`src/rtl/t_small_pkg.sv`:
```
`default_nettype none
// ============================================================================
//  Module   : t_small_pkg
//  Brief    : Shared types and constants for the t-small polynomial decoder
//             (coefficient encodings, code field width, FSM state type).
//  Revision : 1.0 - initial release
// ============================================================================
package t_small_pkg;

    // Two's-complement ternary coefficient encodings
    localparam logic [1:0] COEF_NEG  = 2'b11;
    localparam logic [1:0] COEF_ZERO = 2'b00;
    localparam logic [1:0] COEF_POS  = 2'b01;

    // Low code field of each sorted word; value 3 has no meaning
    localparam int         LOW_BITS_W   = 2;
    localparam logic [1:0] CODE_ILLEGAL = 2'd3;

    typedef enum logic [2:0] {
        ST_IDLE  = 3'd0,
        ST_FETCH = 3'd1,
        ST_WAIT  = 3'd2,
        ST_EMIT  = 3'd3,
        ST_FIN   = 3'd4
    } state_t;

    // coef = code - 1; the illegal code collapses to zero
    function automatic logic [1:0] decode_coef(input logic [LOW_BITS_W-1:0] code);
        logic [1:0] res;
        case (code)
            2'd0:    res = COEF_NEG;
            2'd1:    res = COEF_ZERO;
            2'd2:    res = COEF_POS;
            default: res = COEF_ZERO;
        endcase
        return res;
    endfunction

endpackage
`default_nettype wire

```
`src/rtl/t_small_decode_if.sv`:
```
`default_nettype none
// ============================================================================
//  Module   : t_small_decode_if
//  Brief    : Control, RAM read port and coefficient stream of the decoder.
//             slave = decoder side, master = controller/RAM/sink side.
//  Revision : 1.0 - initial release
// ============================================================================
interface t_small_decode_if #(
    parameter int WIDTH  = 32,
    parameter int ADDR_W = 10
);
    logic              start;
    logic              busy;
    logic              done;
    logic              rd_en;
    logic [ADDR_W-1:0] rd_addr;
    logic [WIDTH-1:0]  rd_data;
    logic              coef_valid;
    logic              coef_ready;
    logic [1:0]        coef_out;
    logic [ADDR_W-1:0] coef_index;
    logic              code_err;
    logic              order_err;

    modport slave (
        input  start, rd_data, coef_ready,
        output busy, done, rd_en, rd_addr, coef_valid, coef_out, coef_index,
               code_err, order_err
    );

    modport master (
        output start, rd_data, coef_ready,
        input  busy, done, rd_en, rd_addr, coef_valid, coef_out, coef_index,
               code_err, order_err
    );
endinterface
`default_nettype wire

```
`src/rtl/t_small_decode_compare.sv`:
```
`default_nettype none
// ============================================================================
//  Module   : compare
//  Brief    : Unsigned magnitude comparator, L_smaller = (dinL < dinR).
//             Only present when T_SMALL_DECODE_ORDER_CHECK_EN is defined.
//  Revision : 1.0 - initial release
// ============================================================================
`ifdef T_SMALL_DECODE_ORDER_CHECK_EN
module compare #(
    parameter int WIDTH = 32
) (
    input  wire logic [WIDTH-1:0] dinL,
    input  wire logic [WIDTH-1:0] dinR,
    output logic                  L_smaller
);
    assign L_smaller = (dinL < dinR);
endmodule
`endif
`default_nettype wire

```
`src/rtl/t_small_decode.sv`:
```
`default_nettype none
// ============================================================================
//  Module   : t_small_decode
//  Brief    : Reads N sorted words back from RAM, strips the random key and
//             streams the ternary coefficients over valid/ready. Flags
//             illegal codes; with T_SMALL_DECODE_ORDER_CHECK_EN defined it
//             also flags any descending pair of words (order_err).
//  Revision : 1.0 - initial release
// ============================================================================
module t_small_decode
    import t_small_pkg::*;
#(
    parameter int WIDTH  = 32,
    parameter int N      = 761,
    parameter int ADDR_W = 10
) (
    input  wire logic        clk,
    input  wire logic        rst_n,
    t_small_decode_if.slave  bus
);

    localparam logic [ADDR_W-1:0] C_LAST_IDX = ADDR_W'(N - 1);

    state_t            r_state;
    state_t            w_next;
    logic [ADDR_W-1:0] r_idx;
    logic [1:0]        r_coef;
    logic              r_code_err;
    logic              w_busy;
    logic              w_done;
    logic              w_rd_en;
    logic              w_valid;
    logic              w_last;
    logic              w_unused_key;

    assign w_last       = (r_idx == C_LAST_IDX);
    assign w_unused_key = ^bus.rd_data[WIDTH-1:LOW_BITS_W];

    // State register
    always_ff @(posedge clk) begin
        if (!rst_n) r_state <= ST_IDLE;
        else        r_state <= w_next;
    end

    // Next-state and Moore outputs
    always_comb begin
        w_next  = r_state;
        w_busy  = 1'b0;
        w_done  = 1'b0;
        w_rd_en = 1'b0;
        w_valid = 1'b0;
        case (r_state)
            ST_IDLE:  if (bus.start) w_next = ST_FETCH;
            ST_FETCH: begin
                w_busy  = 1'b1;
                w_rd_en = 1'b1;
                w_next  = ST_WAIT;
            end
            ST_WAIT: begin
                w_busy = 1'b1;
                w_next = ST_EMIT;
            end
            ST_EMIT: begin
                w_busy  = 1'b1;
                w_valid = 1'b1;
                if (bus.coef_ready) w_next = w_last ? ST_FIN : ST_FETCH;
            end
            ST_FIN: begin
                w_done = 1'b1;
                w_next = ST_IDLE;
            end
            default: w_next = ST_IDLE;
        endcase
    end

    // Index counter, decoded coefficient and sticky code error
    always_ff @(posedge clk) begin
        if (!rst_n) begin
            r_idx      <= '0;
            r_coef     <= 2'b00;
            r_code_err <= 1'b0;
        end else begin
            case (r_state)
                ST_IDLE: if (bus.start) begin
                    r_idx      <= '0;
                    r_code_err <= 1'b0;
                end
                ST_WAIT: begin
                    r_coef <= decode_coef(bus.rd_data[LOW_BITS_W-1:0]);
                    if (bus.rd_data[LOW_BITS_W-1:0] == CODE_ILLEGAL) r_code_err <= 1'b1;
                end
                ST_EMIT: if (bus.coef_ready && !w_last) r_idx <= r_idx + 1'b1;
                default: ;
            endcase
        end
    end

`ifdef T_SMALL_DECODE_ORDER_CHECK_EN
    logic [WIDTH-1:0] r_prev;
    logic             r_order_err;
    logic             w_l_smaller;

    compare #(.WIDTH(WIDTH)) u_compare (
        .dinL      (bus.rd_data),
        .dinR      (r_prev),
        .L_smaller (w_l_smaller)
    );

    // Previous-word tracking; the first word of a polynomial is never compared
    always_ff @(posedge clk) begin
        if (!rst_n) begin
            r_prev      <= '0;
            r_order_err <= 1'b0;
        end else if (r_state == ST_IDLE && bus.start) begin
            r_order_err <= 1'b0;
        end else if (r_state == ST_WAIT) begin
            r_prev <= bus.rd_data;
            if (r_idx != '0 && w_l_smaller) r_order_err <= 1'b1;
        end
    end

    assign bus.order_err = r_order_err;
`else
    assign bus.order_err = 1'b0;
`endif

    // rd_addr follows idx, which only moves on the way into FETCH
    assign bus.busy       = w_busy;
    assign bus.done       = w_done;
    assign bus.rd_en      = w_rd_en;
    assign bus.rd_addr    = r_idx;
    assign bus.coef_valid = w_valid;
    assign bus.coef_out   = r_coef;
    assign bus.coef_index = r_idx;
    assign bus.code_err   = r_code_err;

endmodule
`default_nettype wire

```
`src/flat_wrapper.sv`:
```
// flat-port wrapper written by rule: the top's interface ports become plain ports
module t_small_decode_flat import t_small_pkg::*;
#(
    parameter int WIDTH  = 32,
    parameter int N      = 761,
    parameter int ADDR_W = 10
)
  (clk, rst_n, bus_start, bus_rd_data, bus_coef_ready, bus_busy, bus_done, bus_rd_en, bus_rd_addr, bus_coef_valid, bus_coef_out, bus_coef_index, bus_code_err, bus_order_err);
  t_small_decode_if #(.WIDTH(WIDTH), .ADDR_W(ADDR_W)) bus_i ();
  input  wire logic clk;
  input  wire logic rst_n;
  input wire logic [$bits(bus_i.start)-1:0] bus_start;
  input wire logic [$bits(bus_i.rd_data)-1:0] bus_rd_data;
  input wire logic [$bits(bus_i.coef_ready)-1:0] bus_coef_ready;
  output wire logic [$bits(bus_i.busy)-1:0] bus_busy;
  output wire logic [$bits(bus_i.done)-1:0] bus_done;
  output wire logic [$bits(bus_i.rd_en)-1:0] bus_rd_en;
  output wire logic [$bits(bus_i.rd_addr)-1:0] bus_rd_addr;
  output wire logic [$bits(bus_i.coef_valid)-1:0] bus_coef_valid;
  output wire logic [$bits(bus_i.coef_out)-1:0] bus_coef_out;
  output wire logic [$bits(bus_i.coef_index)-1:0] bus_coef_index;
  output wire logic [$bits(bus_i.code_err)-1:0] bus_code_err;
  output wire logic [$bits(bus_i.order_err)-1:0] bus_order_err;
  assign bus_i.start = bus_start;
  assign bus_i.rd_data = bus_rd_data;
  assign bus_i.coef_ready = bus_coef_ready;
  assign bus_busy = bus_i.busy;
  assign bus_done = bus_i.done;
  assign bus_rd_en = bus_i.rd_en;
  assign bus_rd_addr = bus_i.rd_addr;
  assign bus_coef_valid = bus_i.coef_valid;
  assign bus_coef_out = bus_i.coef_out;
  assign bus_coef_index = bus_i.coef_index;
  assign bus_code_err = bus_i.code_err;
  assign bus_order_err = bus_i.order_err;
  t_small_decode #(.WIDTH(WIDTH), .N(N), .ADDR_W(ADDR_W)) u_core (.clk(clk), .rst_n(rst_n), .bus(bus_i));
endmodule
```
`config.mk`:
```
export PLATFORM = sky130hd
export DESIGN_NAME = t_small_decode_flat
export DESIGN_NICKNAME = d
export VERILOG_FILES = /design/src/rtl/t_small_pkg.sv /design/src/rtl/t_small_decode_if.sv /design/src/rtl/t_small_decode_compare.sv /design/src/rtl/t_small_decode.sv /design/src/flat_wrapper.sv
export SDC_FILE = /design/constraint.sdc
export NUM_CORES = 1
export LEC_CHECK = 0
export CAP_MARGIN = 20
export CORE_MARGIN = 2
export CORE_UTILIZATION = 35
export DETAILED_ROUTE_END_ITERATION = 16
export PLACE_DENSITY = 0.87
export RECOVER_POWER = 100
export SYNTH_ARGS = -nofsm -noshare
export SYNTH_HDL_FRONTEND = slang
export SYNTH_SLANG_ARGS = --single-unit
```
`constraint.sdc`:
```
create_clock -name clk -period 2.33 [get_ports clk]
set_clock_uncertainty 0.15 [all_clocks]
set_input_delay 0.466 -clock clk [delete_from_list [all_inputs] [get_ports clk]]
set_output_delay 0.466 -clock clk [all_outputs]
set_load 0.005 [all_outputs]
```
==> qor.csv <==
stage;metric;value;unit
hold_path;Hold Crit Class;reg -> reg;
sta;relative slew slack;63.39;%
final_layout;fill count;265;
final_layout;area of the multi-input gates;511.7;um^2
worst_setup_path;Critical Path Start Type;primary input;
cts;TritonCTS clock tree;built;
worst_setup_path;Reg2Reg Setup Slack;0.21;ns
final_layout;Ant. Diodes;0;
cts;htree depth;1;
sta;fin. max-slew vios;0;
placed_design;area post-placement;1277;um^2
sta;Worst Tran Pin Value;0.5406;ns
global_route;Overflow after GRT;0;
logic_synthesis;Mapped Area;968.4;um^2
flow_run;max-cap violations;0;
final_layout;Sequential Area;322.8;um^2
final_layout;share of cells above drive strength 1;8.276;%
sta;fin crit period;2.236;ns
power;PD cells;424.5;nW/um^2
worst_setup_path;worst r2r src;u_core.bus.coef_index[0];
die;die area;3204;um^2
worst_setup_path;critical path capture point type;flop;
power;peak supply drop;0.0002464;V
worst_setup_path;Max FO, Critical Path;3;
worst_setup_path;Req. time, crit path;2.37;ns
logic_synthesis;mux contribution to synthesized area;2.584;%
final_layout;Layout area overhead;34.37;%
route;drt first pass iters;4;
logic_synthesis;#FFs+latches synth;16;
global_route;first-pass GRT wire length;3981;um
global_route;initial antenna violation count;0;
logic_synthesis;top-area cell type share of the netlist area;33.07;%
cts;Max clock buf depth;2;
worst_setup_path;worst stage delay on the critical path;0.47;ns
cts;setup bufs post-CTS;0;
worst_setup_path;CP bufs+invs;1;
route;via count;1027;
logic_synthesis;Netlist cell types;36;
logic_synthesis;Synth Net Count;155;
logic_synthesis;main combinational cell family by area after synthesis;simple AND/OR/NAND/NOR gates;
worst_setup_path;worst path cell trace;clkdlybuf4s50_1, or4b_1, mux2_4, or2_0, a311o_1;
global_route;largest net degree at the start of global routing;12;
run_status;status;finished, final reports clean;
logic_synthesis;post-synthesis simple-gate area fraction;26.23;%
route;Final ANT Viol Nets;0;
placed_design;Port Buffers;32;
logic_synthesis;Synth area leaders;dfxtp_1 (33%), buf_4 (8.5%), nor2_1 (5.0%), nor3b_1 (3.9%), a311oi_1 (3.6%);
route;WL/cell;13.65;um
cts;clk root buf;clkbuf_4;
route;routed wire length;2403;um
placed_design;worst slack, placed;-0.2130;ns
global_route;vias in the first global route;902;
power;Leak;0.5179;nW
logic_synthesis;Synth Instances;117;
logic_synthesis;Mean Syn Cell Area;8.277;um^2
sta;final hold viol count;0;
logic_synthesis;sequential fraction of the synthesis area;33.07;%
sta;Setup Viol. Count Final;0;
die;Starting Density;36.05;%
cts;Worst-Skew Late Latency;0.30;ns
logic_synthesis;Synth Area in Adders;2.584;%
die;row count;19;
route;Iter 0 DRT Violations;33;
worst_setup_path;CP Class;in -> reg;
final_layout;Nets;184;
logic_synthesis;yosys warns;0;
worst_setup_path;crit path launch;bus_start;
logic_synthesis;Compound-Gate Fraction of Synth Area;21.45;%
die;# IOs;64;
route;DRC;0;
final_layout;design area;1301;um^2
cts;TritonCTS Buffers;3;
worst_setup_path;crit-path leading delay family;simple AND/OR/NAND/NOR gates;
sta;f_max;0.4473;GHz
sta;RSZ-0062 raised after global routing;no;
die;core area;2686;um^2
die;die width;56.60;um
sta;final period utilization;95.96;%
power;Power Total;552.3;uW
cts;clk sink count;16;
logic_synthesis;xor/xnor share of the synthesized area;0;%
sta;final critical-path setup slack;0.09417;ns
cts;clk slew on worst S/H paths;0.10;ns
logic_synthesis;post-synth top area cell;dfxtp_1;
route;via/cell ratio;5.835;
global_route;GRT Util Overall;15.93;%
placed_design;DP HPWL;1768;um
placed_design;routability cong.;0.9015;
die;die extent in y;56.60;um
worst_setup_path;CP max stage cell;clkdlybuf4s50_1;
hold_path;HP Start;u_core.bus.coef_out[0];
worst_setup_path;Critical Path AT;2.28;ns
-- cell usage after synthesis --
master / instances
or4b_4: 1
nor3b_1: 5
mux2i_1: 1
nand4_1: 2
nor2_1: 13
a211oi_1: 1
o41ai_1: 1
inv_1: 6
nand3b_1: 1
o311ai_0: 3
nand2_1: 5
nand2b_1: 1
nor3_1: 2
o31ai_1: 3
nand3_1: 4
buf_4: 11
and3_1: 1
mux2_4: 1
and4b_1: 1
dfxtp_1: 16
a311o_1: 2
or2_1: 1
a32oi_1: 1
a21oi_1: 5
and4_1: 3
clkbuf_1: 3
a31oi_1: 3
buf_2: 1
ha_1: 2
buf_6: 1
a311oi_1: 4
and2_1: 1
nor4_1: 1
nand4b_1: 2
conb_1: 1
o21ai_0: 7
-- logic make-up (layout without fill, tap and decap cells) --
family                     after synthesis  in the layout
muxes                                    2              2
AOI/OAI and AO/OA                       30             30
and+or+nand+nor                         44             44
other                                    1              1
adders and majority gates                2              2
buffers and inverters                   22             50
DFF                                     16             16
-- placed cells by master (no fill, tap or decap), types with 2 or more instances in the layout --
cell type | Yosys | layout
clkbuf_4 | 0 | 3
and4_1 | 3 | 3
a311o_1 | 2 | 2
nand2_1 | 5 | 5
o311ai_0 | 3 | 2
o21ai_0 | 7 | 7
nor3_1 | 2 | 2
a31oi_1 | 3 | 3
nor3b_1 | 5 | 5
a311oi_1 | 4 | 4
clkbuf_1 | 3 | 3
dfxtp_1 | 16 | 14
ha_1 | 2 | 2
nand4_1 | 2 | 2
dlygate4sd3_1 | 0 | 24
inv_1 | 6 | 6
dfxtp_2 | 0 | 2
a21oi_1 | 5 | 5
nor2_1 | 13 | 13
clkdlybuf4s50_1 | 0 | 8
buf_4 | 11 | 5
nand3_1 | 4 | 4
nand4b_1 | 2 | 2
o31ai_1 | 3 | 3
-- sequential cells by signal (all words and copies together) (netlist names) --
name / count
u_core.bus.code_err: 1
u_core.bus.coef_index: 10
u_core.bus.coef_out: 2
u_core.r_state: 3
-- final timing paths --
check                                                end  cells after the start
worst max-delay path            u_core.bus.coef_index[2]                      5
worst min-delay path              u_core.bus.coef_out[0]                      2
worst max register to register  u_core.bus.coef_index[2]                      8
worst min register to register    u_core.bus.coef_out[0]                      2
-- metal layers --
metal  routed length, um  share of wire (%)  GRT usage, %
met3                 181                7.5         1.382
met5                   0                  0             0
met4                 101                4.2         12.24
met1                1054                 44         19.60
met2                1065                 44         25.42
-- worst min-delay path, cell delays in order (launching register included) --
cell and delay (ns):
dfxtp_1 0.32, nor2_1 0.10, a211oi_1 0.05
-- layout make-up --
class | instances | share of cell area (%)
Tap cell | 31 | 2.981
Multi-Input combinational cell | 79 | 39.33
Sequential cell | 16 | 24.81
Inverter | 6 | 1.731
Timing Repair Buffer | 40 | 28.37
Clock buffer | 4 | 2.788
-- power breakdown --
group          leakage [nW]  switching, mW  internal [mW]  total, mW
sequential            0.130        0.00896          0.280      0.289
combinational         0.367         0.0355         0.0368     0.0723
clock                0.0210         0.0955         0.0955      0.191
-- metrics by stage --
step	instances	hold WS (ns)	utilization [%]	TNS [ns]
4_1_cts	176	0.3598	48.91	0
3_5_place_dp	172	0.3478	47.55	-0.5678
3_3_place_gp	172	0.3236	47.55	-0.4769
2_1_floorplan	117	0.3261	-	0
6_report	176	0.3547	48.44	0
5_1_grt	176	0.3858	48.44	0
-- what timing repair did --
action                     4_1_cts  5_1_grt
resized for setup                0        3
setup endpoints to repair        0        3
hold buffers                     0        0
Note: power is estimated with default switching activity, not from simulation.
==> RTL change 1, RTL diff (config.mk and constraints unchanged) <==
Set the package constant `LOW_BITS_W` to 4 (it was 2).
--- a/src/rtl/t_small_pkg.sv
+++ b/src/rtl/t_small_pkg.sv
@@ -13,7 +13,7 @@
     localparam logic [1:0] COEF_POS  = 2'b01;
 
     // Low code field of each sorted word; value 3 has no meaning
-    localparam int         LOW_BITS_W   = 2;
+    localparam int         LOW_BITS_W   = 4;
     localparam logic [1:0] CODE_ILLEGAL = 2'd3;
 
     typedef enum logic [2:0] {
Formal check against the unedited RTL: not equivalent (a bounded check fails within 4 cycles, from zero or initial values and one cycle with rst_n low).
==> RTL change 1 against the unedited design <==
  * Maximum frequency is 0.82% lower
  * Synthesized cell count is 2.6% higher
  * Count of clock-buffer cells in the layout stayed put
  * Power is 0.13% lower
  * Synthesized area is 4.0% higher
  * Sequential cell count stayed put
  * Cell area is 2.9% higher
  * Worst setup slack worse by 0.018 ns
  * Sequential power is 1% lower
  * Routed wire length is 11% higher
  * Final cell count is 1.7% higher
  * Largest power group unchanged
  * Highest routed layer unchanged
==> RTL change 1: results (changes against the unedited design) <==
| Metric | Value |
|---|---|
| Number of global-route vias before repair | 966 (+7.1%) |
| First-pass GRT wire length | 4305 µm (+8.1%) |
| Crit path from | u_core.r_state[2] |
| Routed WL per cell | 14.86 µm (+8.8%) |
| Worst flop-to-flop path endpoint | u_core.bus.coef_index[5] |
| Status | finished, final reports clean |
| Worst Setup EP | bus_coef_valid |
| Cell count of the worst reg-to-reg path | 6 (-2) |
| Synth Area in Adders | 2.484% (-0.10 points) |
| Pre-CTS setup slack | 0.04945 ns (+0.2625 ns) |
| Worst-Margin Slew | 0.6428 ns (+0.1022 ns) |
| Compound-Gate Fraction of Synth Area | 18.01% (-3.4 points) |
| Top post-synthesis cells by area | dfxtp_1, buf_4, a21oi_1, nand2_1, o21ai_0 |
| CP delay by family, top | buffers and inverters |
| Vias | 1022 (-0.49%) |
| Final Cycle Share | 96.75% (+0.79 points) |
| CP arrival | 1.64 ns (-0.64 ns) |
| Post-Syn Area per Cell | 8.393 µm² (+1.4%) |
| Post-synthesis mux area share | 0.9938% (-1.6 points) |
| Port Buffer Count | 34 (+6.3%) |
| Drt total wl | 2660 µm (+11%) |
| Placed insts | 175 (+1.7%) |
| Pin count of the biggest net entering global routing | 11 (-1) |
| Fin nets | 187 (+1.6%) |
| Syn nets | 158 (+1.9%) |
| Max incr delay on CP | 0.53 ns (+0.06 ns) |
RTL change 1: changes by cell type after synthesis, sizes merged, moves of 3 or more:
| cell | before | now |
|---|---|---|
| nor2 | 13 | 8 |
| nand2 | 5 | 9 |
| nand3b | 1 | 4 |
| nor3b | 5 | 1 |
| a311oi | 4 | 0 |
RTL change 1: worst register-to-register path, stage by stage, from the launching register on:
cell and delay (ns):
dfxtp_1 0.37, inv_1 0.11, ha_1 0.15, nand4b_1 0.23
nor4_2 0.62, o311ai_0 0.28, o41ai_1 0.10
RTL change 1: cells by family (layout without fill, tap and decap cells):
logic type / Yosys count / after routing
adder cells (fa/ha/maj): 2 / 2
buffers and inverters: 19 / 47
AO/OA/AOI/OAI: 28 / 28
flip-flops: 16 / 16
other: 1 / 1
multiplexers: 1 / 1
AND/OR/NAND/NOR: 53 / 53
RTL change 1: where the power goes:
part	leakage (nW)	switching [W]	internal [W]
sequential	0.129	0.00000787	0.000278
combinational	0.398	0.0000349	0.0000359
clock	0.0210	0.0000997	0.0000957
RTL change 1: metal layers:
metal	share of wire, %	routed length, µm	track usage [%]	vias to the layer above
met2	46	1214	28.08	44
met1	43	1157	19.44	472
li1	-	-	-	499
met3	8.1	215	3.348	7
met4	2.7	73	9.302	0
met5	0	0	0	-
RTL change 1: worst min path at each step:
stage / slack, ns / startpoint / endpoint / depth (start not counted)
final: 0.33 / u_core.bus.coef_out[0] / u_core.bus.coef_out[0] / 2
after global placement: 0.29 / u_core.bus.coef_out[0] / u_core.bus.coef_out[0] / 2
after CTS: 0.34 / u_core.bus.coef_out[0] / u_core.bus.coef_out[0] / 2
after detailed placement: 0.32 / u_core.bus.coef_out[0] / u_core.bus.coef_out[0] / 2
after floorplan: 0.30 / u_core.bus.coef_out[0] / u_core.bus.coef_out[0] / 2
after global routing: 0.37 / u_core.bus.coef_out[0] / u_core.bus.coef_out[0] / 2
RTL change 1: layout make-up:
type                            count  area (µm²)  area share (%)
Clock buffer                        4       36.28           2.710
Inverter                            4       15.01           1.121
Multi-Input combinational cell     85       558.0           41.68
Sequential cell                    16       320.3           23.93
Tap cell                           31       38.79           2.897
Timing Repair Buffer               39       370.4           27.66
RTL change 1: through the flow:
step	total power (W)	cell area, µm²
6_report	0.0005516	1339
3_5_place_dp	0.0003661	1321
5_1_grt	0.0005675	1339
2_1_floorplan	0.0003270	1007
4_1_cts	0.0005554	1358
3_3_place_gp	0.0003629	1321
==> RTL change 2, RTL diff (config.mk and constraints unchanged) <==
Without the edit above. The 5 states of `state_t` get a one-hot encoding in 5 bits.
--- a/src/rtl/t_small_pkg.sv
+++ b/src/rtl/t_small_pkg.sv
@@ -16,12 +16,12 @@
     localparam int         LOW_BITS_W   = 2;
     localparam logic [1:0] CODE_ILLEGAL = 2'd3;
 
-    typedef enum logic [2:0] {
-        ST_IDLE  = 3'd0,
-        ST_FETCH = 3'd1,
-        ST_WAIT  = 3'd2,
-        ST_EMIT  = 3'd3,
-        ST_FIN   = 3'd4
+    typedef enum logic [4:0] {
+        ST_IDLE  = 5'b00001,
+        ST_FETCH = 5'b00010,
+        ST_WAIT  = 5'b00100,
+        ST_EMIT  = 5'b01000,
+        ST_FIN   = 5'b10000
     } state_t;
 
     // coef = code - 1; the illegal code collapses to zero
Behaviour: no difference found for any inputs over 10 cycles, from zero or initial values and one cycle with rst_n low; not proved beyond that.
==> RTL change 2 against the unedited design <==
  * Worst hold slack worse by 0.035 ns
  * Sequential share of layout area is 1.3 points higher
  * Register-to-register slack better by 0.09 ns
  * Power is 1.2% higher
  * Cell area is 9.2% higher
  * Synthesized area is 11% higher
  * Sequential cell count is 2 higher
  * Worst setup slack worse by 0.054 ns
  * Routed wire length is 3.0% higher
  * Largest power group unchanged
  * Highest routed layer unchanged
==> RTL change 2: results (changes against the unedited design) <==
| Metric | Value |
|---|---|
| Status | finished, final reports clean |
| Placed insts | 182 (+5.8%) |
| P_leak | 0.5000 nW (-3.5%) |
| Post-Syn Area per Cell | 8.214 µm² (-0.76%) |
| XOR/XNOR share of the synthesized area | 2.442% (+2.4 points) |
| Compound-Gate Fraction of Synth Area | 18.26% (-3.2 points) |
| Gpl congestion | 0.8282 (-8.1%) |
| CP max FO | 5 (+2) |
| VDD IR-drop max | 0.2345 mV (-4.8%) |
| DR iter-0 viols | 29 (-12%) |
| Share of post-route cells with drive strength above 1 | 14.19% (+5.9 points) |
| Number of global-route vias before repair | 873 (-3.2%) |
| CP arrival | 1.67 ns (-0.61 ns) |
| Pin count of the biggest net entering global routing | 11 (-1) |
| Max incr delay on CP | 0.49 ns (+0.02 ns) |
| GR Layer Usage met2 | 22.14% (-3.3 points) |
| Post-synth top cells | dfxtp_1, buf_4, nand2_1 |
| Drt total wl | 2474 µm (+3.0%) |
| Syn nets | 169 (+9.0%) |
| Max-slew headroom | 64.60% (+1.2 points) |
| Sw frac | 26.66% (+1.3 points) |
| Synth Area in Adders | 2.326% (-0.26 points) |
| First-pass GRT wire length | 4002 µm (+0.53%) |
| Post-place instance area | 1341 µm² (+5.0%) |
| Register area share after synthesis | 33.49% (+0.41 points) |
| Fin nets | 195 (+6.0%) |
| Dpl hpwl | 1778 µm (+0.55%) |
==> RTL change 2: cell types whose count changed after synthesis, sizes merged, moves of 4 or more <==
cell and change:
or3 +5, and3b +4, nor2 -4, nand2 +5
nor3b -4, a311oi -4
==> RTL change 2: power by group through the flow <==
stage | registers [W] | logic, W | clock network (W)
detailed placement | 0.000327 | 0.0000693 | 0
finish | 0.000321 | 0.0000772 | 0.000160
floorplan | 0.000320 | 0.0000534 | 0
CTS | 0.000322 | 0.0000711 | 0.000160
global placement | 0.000327 | 0.0000674 | 0
global route | 0.000323 | 0.0000848 | 0.000178
==> RTL change 2: cell families (layout without fill, tap and decap cells) <==
group	count (synthesis)	in the layout
simple gates	56	56
compound gates	29	29
buf+inv	22	46
flops	18	18
xor+xnor	3	3
fa+ha+maj	2	2
other cells	1	1
==> RTL change 2: per-layer routing <==
| metal | share of wire, % | up-vias |
|---|---|---|
| li1 | - | 514 |
| met3 | 6.0 | 5 |
| met4 | 1.6 | 0 |
| met2 | 47 | 40 |
| met1 | 46 | 477 |
| met5 | 0 | - |
==> RTL change 2: through the flow <==
step / hold slack [ns] / setup slack [ns]
2_1_floorplan: 0.2982 / 0.3830
3_3_place_gp: 0.2983 / 0.02677
3_5_place_dp: 0.3108 / 0.007211
4_1_cts: 0.3254 / 0.008162
5_1_grt: 0.3694 / -0.01749
6_report: 0.3196 / 0.03995
==> RTL change 2: final timing paths <==
check | startpoint | endpoint | slack (ns) | depth (start not counted)
setup / recovery | u_core.r_state[3] | bus_busy | 0.04 | 4
hold / removal | u_core.bus.coef_out[1] | u_core.bus.coef_out[1] | 0.32 | 2
setup reg to reg | u_core.bus.coef_index[0] | u_core.bus.coef_index[4] | 0.30 | 6
hold reg to reg | u_core.bus.coef_out[1] | u_core.bus.coef_out[1] | 0.32 | 2
==> RTL change 2: final cells by class <==
type                    count  area (µm²)  share of cell area (%)
flip-flops and latches     18       371.6                   26.14
inverters                   6       22.52                   1.585
repair buffers             37       357.8                   25.18
clock buffers               3       22.52                   1.585
well taps                  33       41.29                   2.905
multi-input cells          91       605.6                   42.61
==> RTL change 2: worst reg2reg max path, cell delays in order, from the launching register on <==
cell and delay (ns):
dfxtp_1 0.45, inv_1 0.07, ha_1 0.20, and3b_1 0.20, and4_1 0.29, or4_1 0.48
a21oi_1 0.14
==> RTL change 2: what timing repair did <==
action,in CTS,in global routing
setup buffers,0,3
cloned,0,0
endpoints found under the setup margin,3,4
pin swaps,1,2
resized for setup,4,8
